**src/rtl/display_pkg.sv**
```systemverilog
// rtl/display_pkg.sv - shared encodings, state type and helpers for the LED frame path
package display_pkg;

    localparam int FM_W = 5;
    localparam int TM_W = 27;

    localparam logic [1:0] MODE_STOP = 2'b00;
    localparam logic [1:0] MODE_SLOW = 2'b01;
    localparam logic [1:0] MODE_MED  = 2'b10;
    localparam logic [1:0] MODE_FAST = 2'b11;

    typedef enum logic {
        ST_STOP = 1'b0,
        ST_RUN  = 1'b1
    } state_t;

    // Next frame number in the requested direction, wrapping at 0 and last
    function automatic logic [FM_W-1:0] fm_step(input logic [FM_W-1:0] fm,
                                                input logic            down,
                                                input logic [FM_W-1:0] last);
        logic [FM_W-1:0] nxt;
        if (down) begin
            nxt = (fm == '0) ? last : fm - FM_W'(1);
        end else begin
            nxt = (fm == last) ? '0 : fm + FM_W'(1);
        end
        return nxt;
    endfunction

endpackage

```
**src/rtl/tick_divider.sv**
```systemverilog
// rtl/tick_divider.sv - programmable tick divider with period reload at tick boundaries
module tick_divider
    import display_pkg::*;
(
    input  logic            clk,
    input  logic            rst_n,
    input  logic            en,
    input  logic            clr,
    input  logic [TM_W-1:0] period_in,
    output logic            tick
);

    logic [TM_W-1:0] cnt;
    logic [TM_W-1:0] period;
    logic            at_end;

    assign at_end = (cnt == period - TM_W'(1));
    assign tick   = en && at_end;

    // Count while enabled; clr holds cnt at 0 and keeps the shadow period tracking
    // the switch so the first run interval uses the speed selected at entry
    always_ff @(posedge clk) begin
        if (!rst_n) begin
            cnt    <= '0;
            period <= '1;
        end else if (clr) begin
            cnt    <= '0;
            period <= period_in;
        end else if (en) begin
            if (at_end) begin
                cnt    <= '0;
                period <= period_in;
            end else begin
                cnt <= cnt + TM_W'(1);
            end
        end
    end

endmodule

```
**src/rtl/frame_scheduler.sv**
```systemverilog
// rtl/frame_scheduler.sv - speed-controlled frame sequencer with req/ack handoff and overrun count
module frame_scheduler
    import display_pkg::*;
#(
    parameter int FRAMES      = 32,
    parameter int PERIOD_SLOW = 50000000,
    parameter int PERIOD_MED  = 20000000,
    parameter int PERIOD_FAST = 2000
) (
    input  logic            clk,
    input  logic            rst_n,
    input  logic [1:0]      sw_state,
    input  logic            step,
    input  logic            dir,
    input  logic            frame_ack,
    output logic            fc_clk,
    output logic [FM_W-1:0] fm_no,
    output logic            frame_req,
    output logic            running,
    output logic [7:0]      overrun_cnt
);

    localparam logic [FM_W-1:0] FM_LAST = FM_W'(FRAMES - 1);

    logic [1:0]      sw_meta;
    logic [1:0]      sw_s;
    state_t          state_q;
    state_t          state_d;
    logic            in_stop;
    logic [TM_W-1:0] period_sel;
    logic            tick;
    logic            adv;

    // Two-flop synchronizer for the asynchronous speed switch
    always_ff @(posedge clk) begin
        if (!rst_n) begin
            sw_meta <= MODE_STOP;
            sw_s    <= MODE_STOP;
        end else begin
            sw_meta <= sw_state;
            sw_s    <= sw_meta;
        end
    end

    // FSM state register
    always_ff @(posedge clk) begin
        if (!rst_n) begin
            state_q <= ST_STOP;
        end else begin
            state_q <= state_d;
        end
    end

    // FSM next state: run whenever the synchronized switch selects a speed
    always_comb begin
        state_d = state_q;
        case (state_q)
            ST_STOP: if (sw_s != MODE_STOP) state_d = ST_RUN;
            ST_RUN:  if (sw_s == MODE_STOP) state_d = ST_STOP;
            default: state_d = ST_STOP;
        endcase
    end

    assign in_stop = (state_q == ST_STOP);
    assign running = (state_q == ST_RUN);

    // Speed switch to tick period; stop position never reaches the divider in RUN
    always_comb begin
        period_sel = TM_W'(PERIOD_FAST);
        case (sw_s)
            MODE_SLOW: period_sel = TM_W'(PERIOD_SLOW);
            MODE_MED:  period_sel = TM_W'(PERIOD_MED);
            MODE_FAST: period_sel = TM_W'(PERIOD_FAST);
            default:   period_sel = TM_W'(PERIOD_FAST);
        endcase
    end

    tick_divider u_tick_divider (
        .clk       (clk),
        .rst_n     (rst_n),
        .en        (running),
        .clr       (in_stop),
        .period_in (period_sel),
        .tick      (tick)
    );

    // A step is decided on the current state, so it still counts on the STOP->RUN edge
    assign adv = tick || (step && in_stop);

    // Frame counter, advance pulse, display handshake and overrun accounting
    always_ff @(posedge clk) begin
        if (!rst_n) begin
            fc_clk      <= 1'b0;
            fm_no       <= '0;
            frame_req   <= 1'b0;
            overrun_cnt <= '0;
        end else begin
            fc_clk <= adv;
            if (adv) begin
                fm_no     <= fm_step(fm_no, dir, FM_LAST);
                frame_req <= 1'b1;
                if (frame_req && !frame_ack && (overrun_cnt != 8'hFF)) begin
                    overrun_cnt <= overrun_cnt + 8'd1;
                end
            end else if (frame_ack && frame_req) begin
                frame_req <= 1'b0;
            end
        end
    end

endmodule

```
**config.mk**
```make
export PLATFORM = sky130hd
export DESIGN_NAME = frame_scheduler
export DESIGN_NICKNAME = d
export VERILOG_FILES = /design/src/rtl/display_pkg.sv /design/src/rtl/tick_divider.sv /design/src/rtl/frame_scheduler.sv
export SDC_FILE = /design/constraint.sdc
export NUM_CORES = 1
export LEC_CHECK = 0
export BUFFER_PORTS_ARGS = -buffer_cell sky130_fd_sc_hd__buf_2
export CAP_MARGIN = 20
export CORE_UTILIZATION = 60
export CTS_BUF_LIST = sky130_fd_sc_hd__clkbuf_16
export DETAILED_ROUTE_END_ITERATION = 12
export PLACE_DENSITY = 0.87
export SETUP_SLACK_MARGIN = 0.3
export SLEW_MARGIN = 20
export SYNTH_ARGS = -nofsm -noshare
export SYNTH_HDL_FRONTEND = slang
export SYNTH_SLANG_ARGS = --single-unit
```
**constraint.sdc**
```tcl
create_clock -name clk -period 4.23 [get_ports clk]
set_clock_uncertainty 0.15 [all_clocks]
set_input_delay 0.423 -clock clk [delete_from_list [all_inputs] [get_ports clk]]
set_output_delay 0.423 -clock clk [all_outputs]
set_load 0.02 [all_outputs]
```
=== Word-level counts from Yosys, hierarchy flattened ===
Index checks and enable logic that the tools add are counted.

* Bits in registers: 74
* Word-level logic and storage cells: 46
* Bits of input ports: 7

* Eq/ne operators: 6
* Bitwise gates (word level): 2
* Reduce and logical (&&, ||, !) cells: 13
* Mux-type cells: 11
* $add $sub $neg: 5

{| class="wikitable"
|+ Operators with widths
! operator !! number
|-
| 27-bit 2-to-1 mux || 2
|-
| 26-bit case mux with 2 select lines || 1
|-
| 27-bit by 1-bit adder with 27-bit output (second input constant) || 1
|-
| 27-bit equality test || 1
|-
| 27-bit by 1-bit subtractor with 27-bit output (second input constant) || 1
|-
| 5-bit 2-to-1 mux || 3
|-
| 8-bit by 1-bit adder with 8-bit output (second input constant) || 1
|-
| 8-bit inequality test (second input constant) || 1
|-
| 5-bit by 1-bit adder with 5-bit output (second input constant) || 1
|-
| 5-bit equality test (second input constant) || 1
|-
| 1-bit logical AND || 5
|-
| 5-bit zero test || 1
|-
| 5-bit by 1-bit subtractor with 5-bit output (second input constant) || 1
|-
| 1-bit 2-to-1 mux || 4
|-
| 2-bit nonzero test || 2
|-
| 3-bit OR reduction || 1
|-
| 2-bit by 1-bit equality test with 1-bit output (second input constant) || 1
|-
| 2-bit equality test (second input constant) || 1
|-
| 2-bit zero test || 1
|-
| 2-bit by 1-bit inequality test with 1-bit output (second input constant) || 1
|-
| 1-bit NOT || 2
|-
| 1-bit case mux with 2 select lines || 1
|-
| 2-bit AND reduction || 1
|-
| 1-bit zero test || 1
|-
| 1-bit logical OR || 1
|}

=== Longest topological paths before layout ===
Gate-level depths: netlist of the first run.

* Depth after elaboration: 5
* Mapped depth: 12
* Gate-level depth less buffers: 10

=== Cells and area by module ===
A second synthesis of the first run with hierarchy kept.

* Cells, all modules: 511
* Area, all modules: 4240.3 um2

{| class="wikitable"
|+ By module, submodules not included
! module !! cells an instance !! instances !! area an instance (um2)
|-
| tick_divider || 386 || 1 || 3170.5
|-
| frame_scheduler || 125 || 1 || 1069.8
|}

=== Least setup slack after synthesis of the first run ===
OpenSTA, ideal clock, no wires.

* Kind: register to register
* Start point: register u_tick_divider.period[18]
* End point: register overrun_cnt[5]
* Arrival time: 2905 ps
* Buffers on the path: 0
* Cell stages (with the launch flop): 11
* Period minus slack after synthesis: 3127 ps
* Required time: 4008 ps
* Setup slack: 1103 ps
* Cells stage by stage: dfxtp_1 -> inv_1 -> ha_1 -> or4b_4 -> o31a_1 -> or4_1 -> a211oi_2 -> nand4_2 -> a21oi_1 -> and3_1 -> mux2i_1

* Longest elaborated chain between the ends: 5

{| class="wikitable"
|+ Ends and longest elaborated chain
! what !! RTL line !! RTL
|-
| start: declaration || tick_divider.sv:14 || <nowiki>logic [TM_W-1:0] period;</nowiki>
|-
| start signal: assignment || tick_divider.sv:28 || <nowiki>period <= period_in;</nowiki>
|-
| start signal: assignment || tick_divider.sv:32 || <nowiki>period <= period_in;</nowiki>
|-
| 27-bit by 1-bit subtractor with 27-bit output || tick_divider.sv:17 || <nowiki>assign at_end = (cnt == period - TM_W'(1));</nowiki>
|-
| 27-bit equality test || tick_divider.sv:17 ||
|-
| 1-bit logical AND || tick_divider.sv:18 || <nowiki>assign tick = en && at_end;</nowiki>
|-
| 1-bit logical OR || frame_scheduler.sv:88 || <nowiki>assign adv = tick || (step && in_stop);</nowiki>
|-
| 2-bit AND reduction (no line) || n/a ||
|-
| end signal: assignment || frame_scheduler.sv:103 || <nowiki>overrun_cnt <= overrun_cnt + 8'd1;</nowiki>
|-
| end: declaration || frame_scheduler.sv:20 || <nowiki>output logic [7:0] overrun_cnt</nowiki>
|}

No other way between the ends.
A chain may end at the register's enable or synchronous reset.

=== Worst setup path after layout of the first run ===
* Start point: register u_tick_divider.period[18]
* End point: register u_tick_divider.cnt[25]

* Longest elaborated chain between the ends: 3

{| class="wikitable"
|+ Ends and longest elaborated chain
! what !! RTL line !! RTL
|-
| 27-bit by 1-bit subtractor with 27-bit output || tick_divider.sv:17 ||
|-
| 27-bit equality test || tick_divider.sv:17 ||
|-
| 3-bit OR reduction (no line) || n/a ||
|-
| end signal: assignment || tick_divider.sv:34 || <nowiki>cnt <= cnt + TM_W'(1);</nowiki>
|-
| end: declaration || tick_divider.sv:13 || <nowiki>logic [TM_W-1:0] cnt;</nowiki>
|}

No other way between the ends.

==> results of run 1 <==
-- flip-flops by register name (all words and copies together), names as in the netlist --
name	cells
u_tick_divider.cnt	27
overrun_cnt	8
u_tick_divider.period	7
fm_no	5
sw_meta	2
sw_s	2
fc_clk	1
frame_req	1
running	1
-- layer usage --
layer	GRT usage [%]	wire length [um]
met2	41.54	2964
met1	31.66	2859
met3	4.834	302
met4	9.150	76
met5	0	0
-- report_power, final --
part / internal (mW) / switching, mW / total, mW
combinational: 0.0412 / 0.0605 / 0.102
clock: 0.227 / 0.196 / 0.423
sequential: 0.521 / 0.0233 / 0.544
total: 0.789 / 0.280 / 1.07
-- kinds of logic after synthesis --
| kind of cell | after synthesis | synth area share [%] |
|---|---|---|
| AO/OA/AOI/OAI | 45 | 11.02 |
| multiplexers | 8 | 2.651 |
| AND/OR/NAND/NOR | 160 | 26.68 |
| buffers and inverters | 32 | 4.722 |
| adder cells (fa/ha/maj) | 14 | 5.800 |
| flip-flops | 54 | 35.79 |
| XOR/XNOR | 46 | 13.34 |
-- final cells by class --
cell class	count	area, um^2	share of cell area, %
tap	67	83.83	2.537
clock buffer	5	125.1	3.786
multi-input combinational	273	1812	54.83
sequential	54	1081	32.71
timing repair buffer	24	125.1	3.786
inverter	13	48.80	1.477
clock inverter	3	28.78	0.8709
-- synth_stat cells (8+ instances only) --
library cell,number,area [um^2]
inv_1,13,48.80
clkbuf_1,11,41.29
xnor2_1,21,183.9
nand4_1,9,56.30
and3_1,8,50.05
nor2_1,51,191.4
nand2_1,30,112.6
o21ai_0,9,45.04
mux2i_1,8,80.08
dfxtp_1,54,1081
nand3_1,21,105.1
and2_1,8,50.05
xor2_1,25,219.0
ha_1,14,175.2
-- critical path: cells and delay by family (launching register included) --
family	cells	cell delay, ns
xor gates and xnor gates	1	0.10
buffers and inverters	3	0.68
AOI/OAI and AO/OA	2	0.75
and+or+nand+nor	5	1.16
adders and majority gates	1	0.24
DFF	1	0.46
-- how the worst max path moves through the flow --
| stage | to | cells past startpoint |
|---|---|---|
| after detailed placement | u_tick_divider.cnt[4]$_SDFF_PP0_ | 12 |
| after CTS | u_tick_divider.cnt[4]$_SDFF_PP0_ | 12 |
| after global placement | u_tick_divider.cnt[3]$_SDFF_PP0_ | 12 |
| final | u_tick_divider.cnt[25]$_SDFF_PP0_ | 12 |
| after floorplan | overrun_cnt[5]$_SDFFE_PN0P_ | 10 |
| after global routing | fm_no[2]$_SDFFE_PN0P_ | 10 |
-- cells in the final DEF, fill, tap and decap left out, types with 9 or more instances in the layout --
cell and n:
buf_2 22, nor2_1 51, nand4_1 9, ha_1 14, dfxtp_1 54, inv_1 13, nand2_1 30, o21ai_0 9
xnor2_1 21, nand3_1 21, xor2_1 25
==> impl_metrics.env, run 1 <==
export IMPL_initial_core_util_pct=63.11
export IMPL_slew_limit_headroom_pct=58.64
export IMPL_place_congestion=0.8464
export IMPL_grt_overflow=0
export IMPL_hp_start="sw_state[1]"
export IMPL_slowest_delay_ns=0.60
export IMPL_synthArstFlopShare_pct=0
export IMPL_portBuffers=22
export IMPL_ys_seq_area_share_pct=35.79
export IMPL_dpl_cell_area_um2=3136
export IMPL_criticalPathCategory="reg2reg"
export IMPL_firstDrtPassIters=4
export IMPL_whs_ns=0.1819
export IMPL_tritoncts="yes"
export IMPL_hold_path_end="sw_meta[1]$_SDFF_PN0_"
export IMPL_die_area_um2=5322
export IMPL_crit_path_start_kind="flop"
export IMPL_synth_edff_count=0
export IMPL_synth_seq_cells=54
export IMPL_io_pins=23
export IMPL_setup_viol=0
export IMPL_dp_hpwl_um=4376
export IMPL_r2r_end="u_tick_divider.cnt[25]$_SDFF_PP0_"
export IMPL_whs_path_depth=2
export IMPL_drc=0
export IMPL_fin_nets=392
export IMPL_root_buffer="clkbuf_16"
export IMPL_numCtsBuffers=5
export IMPL_grt_pass1_vias=2239
export IMPL_crit_path_top_delay_cell="a2111oi_1"
export IMPL_post_cts_setup_buffers=0
export IMPL_hold_viol_final=0
export IMPL_die_w_um=72.95
export IMPL_antenna_found_initial=0
export IMPL_finalMaxSlewViolations=0
export IMPL_area_growth_pct=9.403
export IMPL_layout_drive_gt1_share_pct=11.56
export IMPL_p_leak_nw=1.293
export IMPL_via_per_inst=5.688
export IMPL_coreArea_um2=4786
export IMPL_drt_wl_total_um=6203
export IMPL_drt_iter0_markers=169
export IMPL_required_ns=4.25
export IMPL_path_cells="inv_1, ha_1, or4b_4, nor3_1, xnor2_1, a2111oi_1, and2_1, a41o_1, buf_4, or2_1, buf_4, nor2_1"
export IMPL_wl_per_cell_um=14.13
export IMPL_clock_fmax_ghz=0.2725
export IMPL_ant_nets=0
export IMPL_path_clk_slew_ns=0.07
export IMPL_postLayoutCellArea_um2=3304
export IMPL_syn_area_um2=3020
export IMPL_htreeDepth=2
export IMPL_final_core_util_pct=69.05
export IMPL_dpl_cell_count=431
export IMPL_cts_resized=0
export IMPL_ff2ff_setup_slack_ns=0.56
export IMPL_fin_ws_ns=0.5604
export IMPL_synth_cell_type_count=49
export IMPL_die_h_um=72.95
export IMPL_worst_pin_slew_ns=0.6118
export IMPL_total_power_mw=1.069
export IMPL_layout_min_cycle_time_ns=3.670
export IMPL_timing_rr_start="u_tick_divider.period[18]$_SDFFE_PN1P_"
export IMPL_cts_num_sinks=54
export IMPL_grt_max_degree=28
export IMPL_setup_tns_ns=0
export IMPL_cp_startpoint="u_tick_divider.period[18]$_SDFFE_PN1P_"
export IMPL_status="complete, no violations"
export IMPL_grt_use_total_pct=24.78
export IMPL_clock_latency_ns=0.29
export IMPL_p_per_area_nw_per_um2=323.5
export IMPL_vias=2497
export IMPL_synthesis_nets=380
export IMPL_syn_inst=359
export IMPL_cpMostUsedCell="buf_4"
export IMPL_hold_class="in2reg"
export IMPL_endpoint_kind="flop"
export IMPL_synth_area_per_cell_um2=8.413
export IMPL_cap_violations=0
export IMPL_postCtsHoldBufs=0
export IMPL_r2r_cells=12
export IMPL_clock_path_buffers=2
export IMPL_grt_pass1_wl_um=10270
export IMPL_synth_warnings=0
export IMPL_cp_arrival_ns=3.69
export IMPL_nFillCells=372
export IMPL_synth_flop_cell="dfxtp_1"
export IMPL_rows=25
export IMPL_rsz0062_at_grt="no"
export IMPL_finalNonFillerCells=439
export IMPL_timing_final_crit_share_pct=86.75
export IMPL_dp_slack_ns=0.5337
export IMPL_diodes=0
export IMPL_irDropWorstVdd_uv=241.1
export IMPL_crit_path_max_fanout=27
(Power assumes the default switching activity.)
==> run 2: changes to the inputs <==
- CORE_UTILIZATION: 60 -> 50
- PLACE_DENSITY: 0.87 -> 0.68
==> impl_metrics.env, run 2 (synthesis results as in run 1) <==
export IMPL_timing_final_crit_share_pct=87.21
export IMPL_coreArea_um2=5675
export IMPL_cts_num_sinks=54
export IMPL_finalMaxSlewViolations=0
export IMPL_final_cell_mix="dfxtp_1, nor2_1, nand2_1"
export IMPL_layout_drive_gt1_share_pct=11.05
export IMPL_portBuffers=22
export IMPL_area_growth_pct=8.823
export IMPL_numCtsBuffers=5
export IMPL_ant_nets=0
export IMPL_required_ns=4.27
export IMPL_layout_min_cycle_time_ns=3.689
export IMPL_fin_nets=392
export IMPL_whs_path_depth=2
export IMPL_total_power_mw=1.027
export IMPL_clock_fmax_ghz=0.2711
export IMPL_drt_wl_total_um=5776
export IMPL_hold_class="in2reg"
export IMPL_p_sw_share_pct=24.39
export IMPL_p_leak_nw=1.286
export IMPL_diodes=0
export IMPL_endpoint_kind="flop"
export IMPL_rows=27
export IMPL_root_buffer="clkbuf_16"
export IMPL_largest_register_ffs=27
export IMPL_cap_violations=0
export IMPL_tritoncts="yes"
export IMPL_drt_iter0_markers=141
export IMPL_dp_hpwl_um=4123
export IMPL_die_h_um=79.72
export IMPL_nFillCells=549
export IMPL_antenna_found_initial=0
export IMPL_top_register="u_tick_divider.cnt"
export IMPL_whs_ns=0.1874
export IMPL_die_area_um2=6355
export IMPL_wl_per_cell_um=13.04
export IMPL_hold_viol_final=0
export IMPL_htreeDepth=2
export IMPL_cp_arrival_ns=3.73
export IMPL_grt_pass1_vias=2238
export IMPL_setup_tns_ns=0
export IMPL_final_common_cell="dfxtp_1"
export IMPL_drc=0
export IMPL_die_w_um=79.72
export IMPL_place_congestion=0.9007
export IMPL_worst_pin_slew_ns=0.5952
export IMPL_vias=2419
export IMPL_rsz0062_at_grt="no"
export IMPL_via_per_inst=5.460
export IMPL_setup_viol=0
export IMPL_p_sw_mw=0.2504
export IMPL_grt_use_total_pct=19.98
export IMPL_p_per_area_nw_per_um2=312.3
export IMPL_slew_limit_headroom_pct=60.22
export IMPL_grt_overflow=0
export IMPL_p_seq_share_pct=53.0
export IMPL_grt_pass1_wl_um=10030
export IMPL_r2r_cells=10
export IMPL_crit_path_start_kind="flop"
export IMPL_status="complete, no violations"
export IMPL_clock_latency_ns=0.29
export IMPL_reg_largest_list="u_tick_divider.cnt x27, overrun_cnt x8, u_tick_divider.period x7"
export IMPL_post_cts_setup_buffers=0
export IMPL_p_int_mw=0.7762
export IMPL_criticalPathCategory="reg2reg"
export IMPL_grt_max_degree=28
export IMPL_initial_core_util_pct=53.22
export IMPL_postCtsHoldBufs=0
export IMPL_path_clk_slew_ns=0.07
export IMPL_irDropWorstVdd_uv=177.0
export IMPL_io_pins=23
export IMPL_clock_path_buffers=2
export IMPL_firstDrtPassIters=4
export IMPL_p_clk_share_pct=37.5
export IMPL_crit_path_max_fanout=13
export IMPL_comb_power_share_pct=9.5
==> run 2: through the flow <==
stage	utilization, %	cells	area, um^2	worst slack [ns]
final	57.91	443	3287	0.5410
after CTS	57.74	443	3277	0.5165
after floorplan	-	359	3020	1.103
after detailed placement	55.36	436	3142	0.5123
after global placement	55.36	436	3142	0.6032
after global routing	57.91	443	3287	0.3002
==> run 2: worst paths after layout <==
check                                         start                     to  slack [ns]
max          u_tick_divider.period[18]$_SDFFE_PN1P_  fm_no[2]$_SDFFE_PN0P_        0.54
min                                     sw_state[0]  sw_meta[0]$_SDFF_PN0_        0.19
max reg2reg  u_tick_divider.period[18]$_SDFFE_PN1P_  fm_no[2]$_SDFFE_PN0P_        0.54
min reg2reg                   sw_meta[1]$_SDFF_PN0_     sw_s[1]$_SDFF_PN0_        0.29
==> run 2: per-layer routing <==
metal / up-vias / wire length, um / global-route usage [%]
met4: 0 / 58 / 5.818
li1: 1256 / - / -
met2: 26 / 2574 / 31.54
met3: 6 / 167 / 4.343
met1: 1131 / 2976 / 27.16
met5: - / 0 / 0
==> run 2: power by group through the flow <==
stage | registers, mW | logic [mW] | clock network (mW)
6_report | 0.544 | 0.0973 | 0.385
5_1_grt | 0.546 | 0.110 | 0.422
4_1_cts | 0.543 | 0.0978 | 0.400
3_5_place_dp | 0.555 | 0.0969 | 0
3_3_place_gp | 0.555 | 0.0967 | 0
2_1_floorplan | 0.551 | 0.0778 | 0
==> run 2: critical path, stage by stage (launching register included) <==
cell	delay [ns]
dfxtp_1	0.44
inv_1	0.25
ha_1	0.24
or4b_4	0.51
o31a_1	0.27
or4_1	0.49
a211oi_2	0.31
nand4_2	0.25
nand2_2	0.34
a21oi_1	0.10
a311oi_1	0.25
==> run 2: repair_timing <==
action                     CTS  global route
gates resized for setup      0             2
setup endpoints to repair    0             8
hold endpoints to repair     0             0
==> run 2: layout make-up <==
cell class	count	area [um^2]	area share, %
Inverter	13	48.80	1.485
Clock inverter	2	10.01	0.3045
Clock buffer	5	125.1	3.807
Tap cell	72	90.09	2.741
Sequential cell	54	1081	32.89
Multi-Input combinational cell	273	1807	54.97
Timing Repair Buffer	24	125.1	3.807
==> run 3: changes to the inputs <==
- CELL_PAD_IN_SITES_DETAIL_PLACEMENT: unset -> 1
- CELL_PAD_IN_SITES_GLOBAL_PLACEMENT: unset -> 1
- CORE_UTILIZATION: 50 -> 45
- PLACE_DENSITY: 0.68 -> unset
- PLACE_DENSITY_LB_ADDON: unset -> 0.1
- RECOVER_POWER: unset -> 25
==> impl_metrics.env, run 3 (synthesis results as in run 1) <==
export IMPL_firstDrtPassIters=4
export IMPL_met3_usage_pct=5.242
export IMPL_drt_iter0_markers=144
export IMPL_p_per_area_nw_per_um2=323.2
export IMPL_grtUsageMet1_pct=25.61
export IMPL_grt_overflow=0
export IMPL_finalMaxSlewViolations=0
export IMPL_cap_violations=0
export IMPL_largest_register_ffs=27
export IMPL_grt_max_degree=28
export IMPL_nFillCells=785
export IMPL_coreArea_um2=6422
export IMPL_grt_use_total_pct=21.08
export IMPL_slew_limit_headroom_pct=34.36
export IMPL_whs_path_depth=2
export IMPL_ff2ff_setup_slack_ns=0.54
export IMPL_io_pins=23
export IMPL_root_buffer="clkbuf_16"
export IMPL_postLayoutCellArea_um2=3283
export IMPL_grt_busiest_layer="met2"
export IMPL_via_per_inst=5.586
export IMPL_clock_path_buffers=2
export IMPL_portBuffers=22
export IMPL_dp_hpwl_um=5132
export IMPL_grt_pass1_vias=2534
export IMPL_endpoint_kind="flop"
export IMPL_cp_startpoint="u_tick_divider.period[18]$_SDFFE_PN1P_"
export IMPL_hold_path_end="sw_meta[0]$_SDFF_PN0_"
export IMPL_setup_viol=0
export IMPL_dpl_cell_area_um2=3148
export IMPL_htreeDepth=2
export IMPL_rows=29
export IMPL_grt_pass1_wl_um=11990
export IMPL_antenna_found_initial=0
export IMPL_dpl_cell_count=441
export IMPL_timing_rr_start="u_tick_divider.period[18]$_SDFFE_PN1P_"
export IMPL_wl_per_cell_um=15.56
export IMPL_crit_path_start_kind="flop"
export IMPL_clock_latency_ns=0.30
export IMPL_r2r_cells=10
export IMPL_die_area_um2=7043
export IMPL_worst_pin_slew_ns=0.9846
export IMPL_finalNonFillerCells=449
export IMPL_hold_class="in2reg"
export IMPL_drt_wl_total_um=6988
export IMPL_hp_start="sw_state[0]"
export IMPL_status="complete, no violations"
export IMPL_die_w_um=83.93
export IMPL_top_register="u_tick_divider.cnt"
export IMPL_grtUsageMet2_pct=36.59
export IMPL_clock_fmax_ghz=0.2712
export IMPL_cts_num_sinks=54
export IMPL_total_power_mw=1.061
export IMPL_p_leak_nw=1.214
export IMPL_hold_viol_final=0
export IMPL_area_growth_pct=8.699
export IMPL_die_h_um=83.93
export IMPL_numCtsBuffers=5
export IMPL_fin_nets=392
export IMPL_r2r_end="overrun_cnt[5]$_SDFFE_PN0P_"
export IMPL_drc=0
export IMPL_final_common_cell="dfxtp_1"
export IMPL_rsz0062_at_grt="no"
export IMPL_path_clk_slew_ns=0.07
export IMPL_vias=2508
export IMPL_post_cts_setup_buffers=0
export IMPL_crit_path_max_fanout=13
export IMPL_diodes=0
export IMPL_cp_arrival_ns=3.76
export IMPL_timing_final_crit_share_pct=87.17
export IMPL_initial_core_util_pct=47.03
export IMPL_irDropWorstVdd_uv=156.5
export IMPL_criticalPathCategory="reg2reg"
export IMPL_ant_nets=0
export IMPL_tritoncts="yes"
export IMPL_required_ns=4.30
export IMPL_final_cell_mix="dfxtp_1, nor2_1, nand2_1"
export IMPL_setup_tns_ns=0
export IMPL_layout_drive_gt1_share_pct=7.796
export IMPL_reg_largest_list="u_tick_divider.cnt x27, overrun_cnt x8, u_tick_divider.period x7"
export IMPL_layout_min_cycle_time_ns=3.687
export IMPL_place_congestion=0.8267
[run 3: changes by cell type in the layout (fill, tap and decap cells not counted), sizes merged]
cell      delta
buf         -13
clkbuf      +13
clkinv       -1
clkinvlp     +1
inv          +1
[run 3: cell type report]
type                       instances  area, um^2  share of cell area [%]
clock buffer                       5       125.1                   3.811
clock inverter                     3       20.02                  0.6098
inverter                          13       48.80                   1.486
multi-input combinational        273        1803                   54.92
sequential                        54        1081                   32.93
tap                               77       96.34                   2.934
timing repair buffer              24       108.9                   3.316
[run 3: critical path, cell delays in order (launching register included)]
cell      delay [ns]
dfxtp_1         0.44
inv_1           0.28
ha_1            0.25
or4b_4          0.51
o31a_1          0.27
or4_1           0.48
a211oi_2        0.29
nand4_2         0.22
a21oi_1         0.29
and3_1          0.21
mux2i_1         0.22
[run 3: worst max-delay path by stage]
stage                     cells past startpoint  slack, ns                          end
after global routing                         10       0.32  overrun_cnt[5]$_SDFFE_PN0P_
after floorplan                              10       1.10  overrun_cnt[5]$_SDFFE_PN0P_
after CTS                                    10       0.51  overrun_cnt[5]$_SDFFE_PN0P_
final                                        10       0.54  overrun_cnt[5]$_SDFFE_PN0P_
after detailed placement                     10       0.52  overrun_cnt[5]$_SDFFE_PN0P_
after global placement                       10       0.61        fm_no[2]$_SDFFE_PN0P_
[run 3: report_power, final]
part	switching, mW	internal, mW	leakage, nW	total [mW]
combinational	0.0617	0.0399	0.706	0.102
clock	0.195	0.220	0.0679	0.415
sequential	0.0231	0.521	0.439	0.544
total	0.280	0.781	1.21	1.06
[run 3: through the flow]
step / hold WS, ns / setup slack, ns / util (%)
after global placement: 0.2660 / 0.6139 / 49.02
after global routing: 0.2051 / 0.3178 / 51.12
final: 0.1897 / 0.5428 / 51.12
after CTS: 0.1852 / 0.5076 / 51.28
after floorplan: 0.2619 / 1.103 / -
after detailed placement: 0.2751 / 0.5151 / 49.02
[run 3: repair_timing]
action / in CTS / in global routing
setup endpoints to repair: 0 / 17
resized for setup: 0 / 2
hold buffers: 0 / 0
[run 3: layer usage]
metal  part of all wire, %  vias up
met5                     0        -
met4                   1.5        0
met3                   3.6       11
met2                    48       41
met1                    47     1201
li1                      -     1255
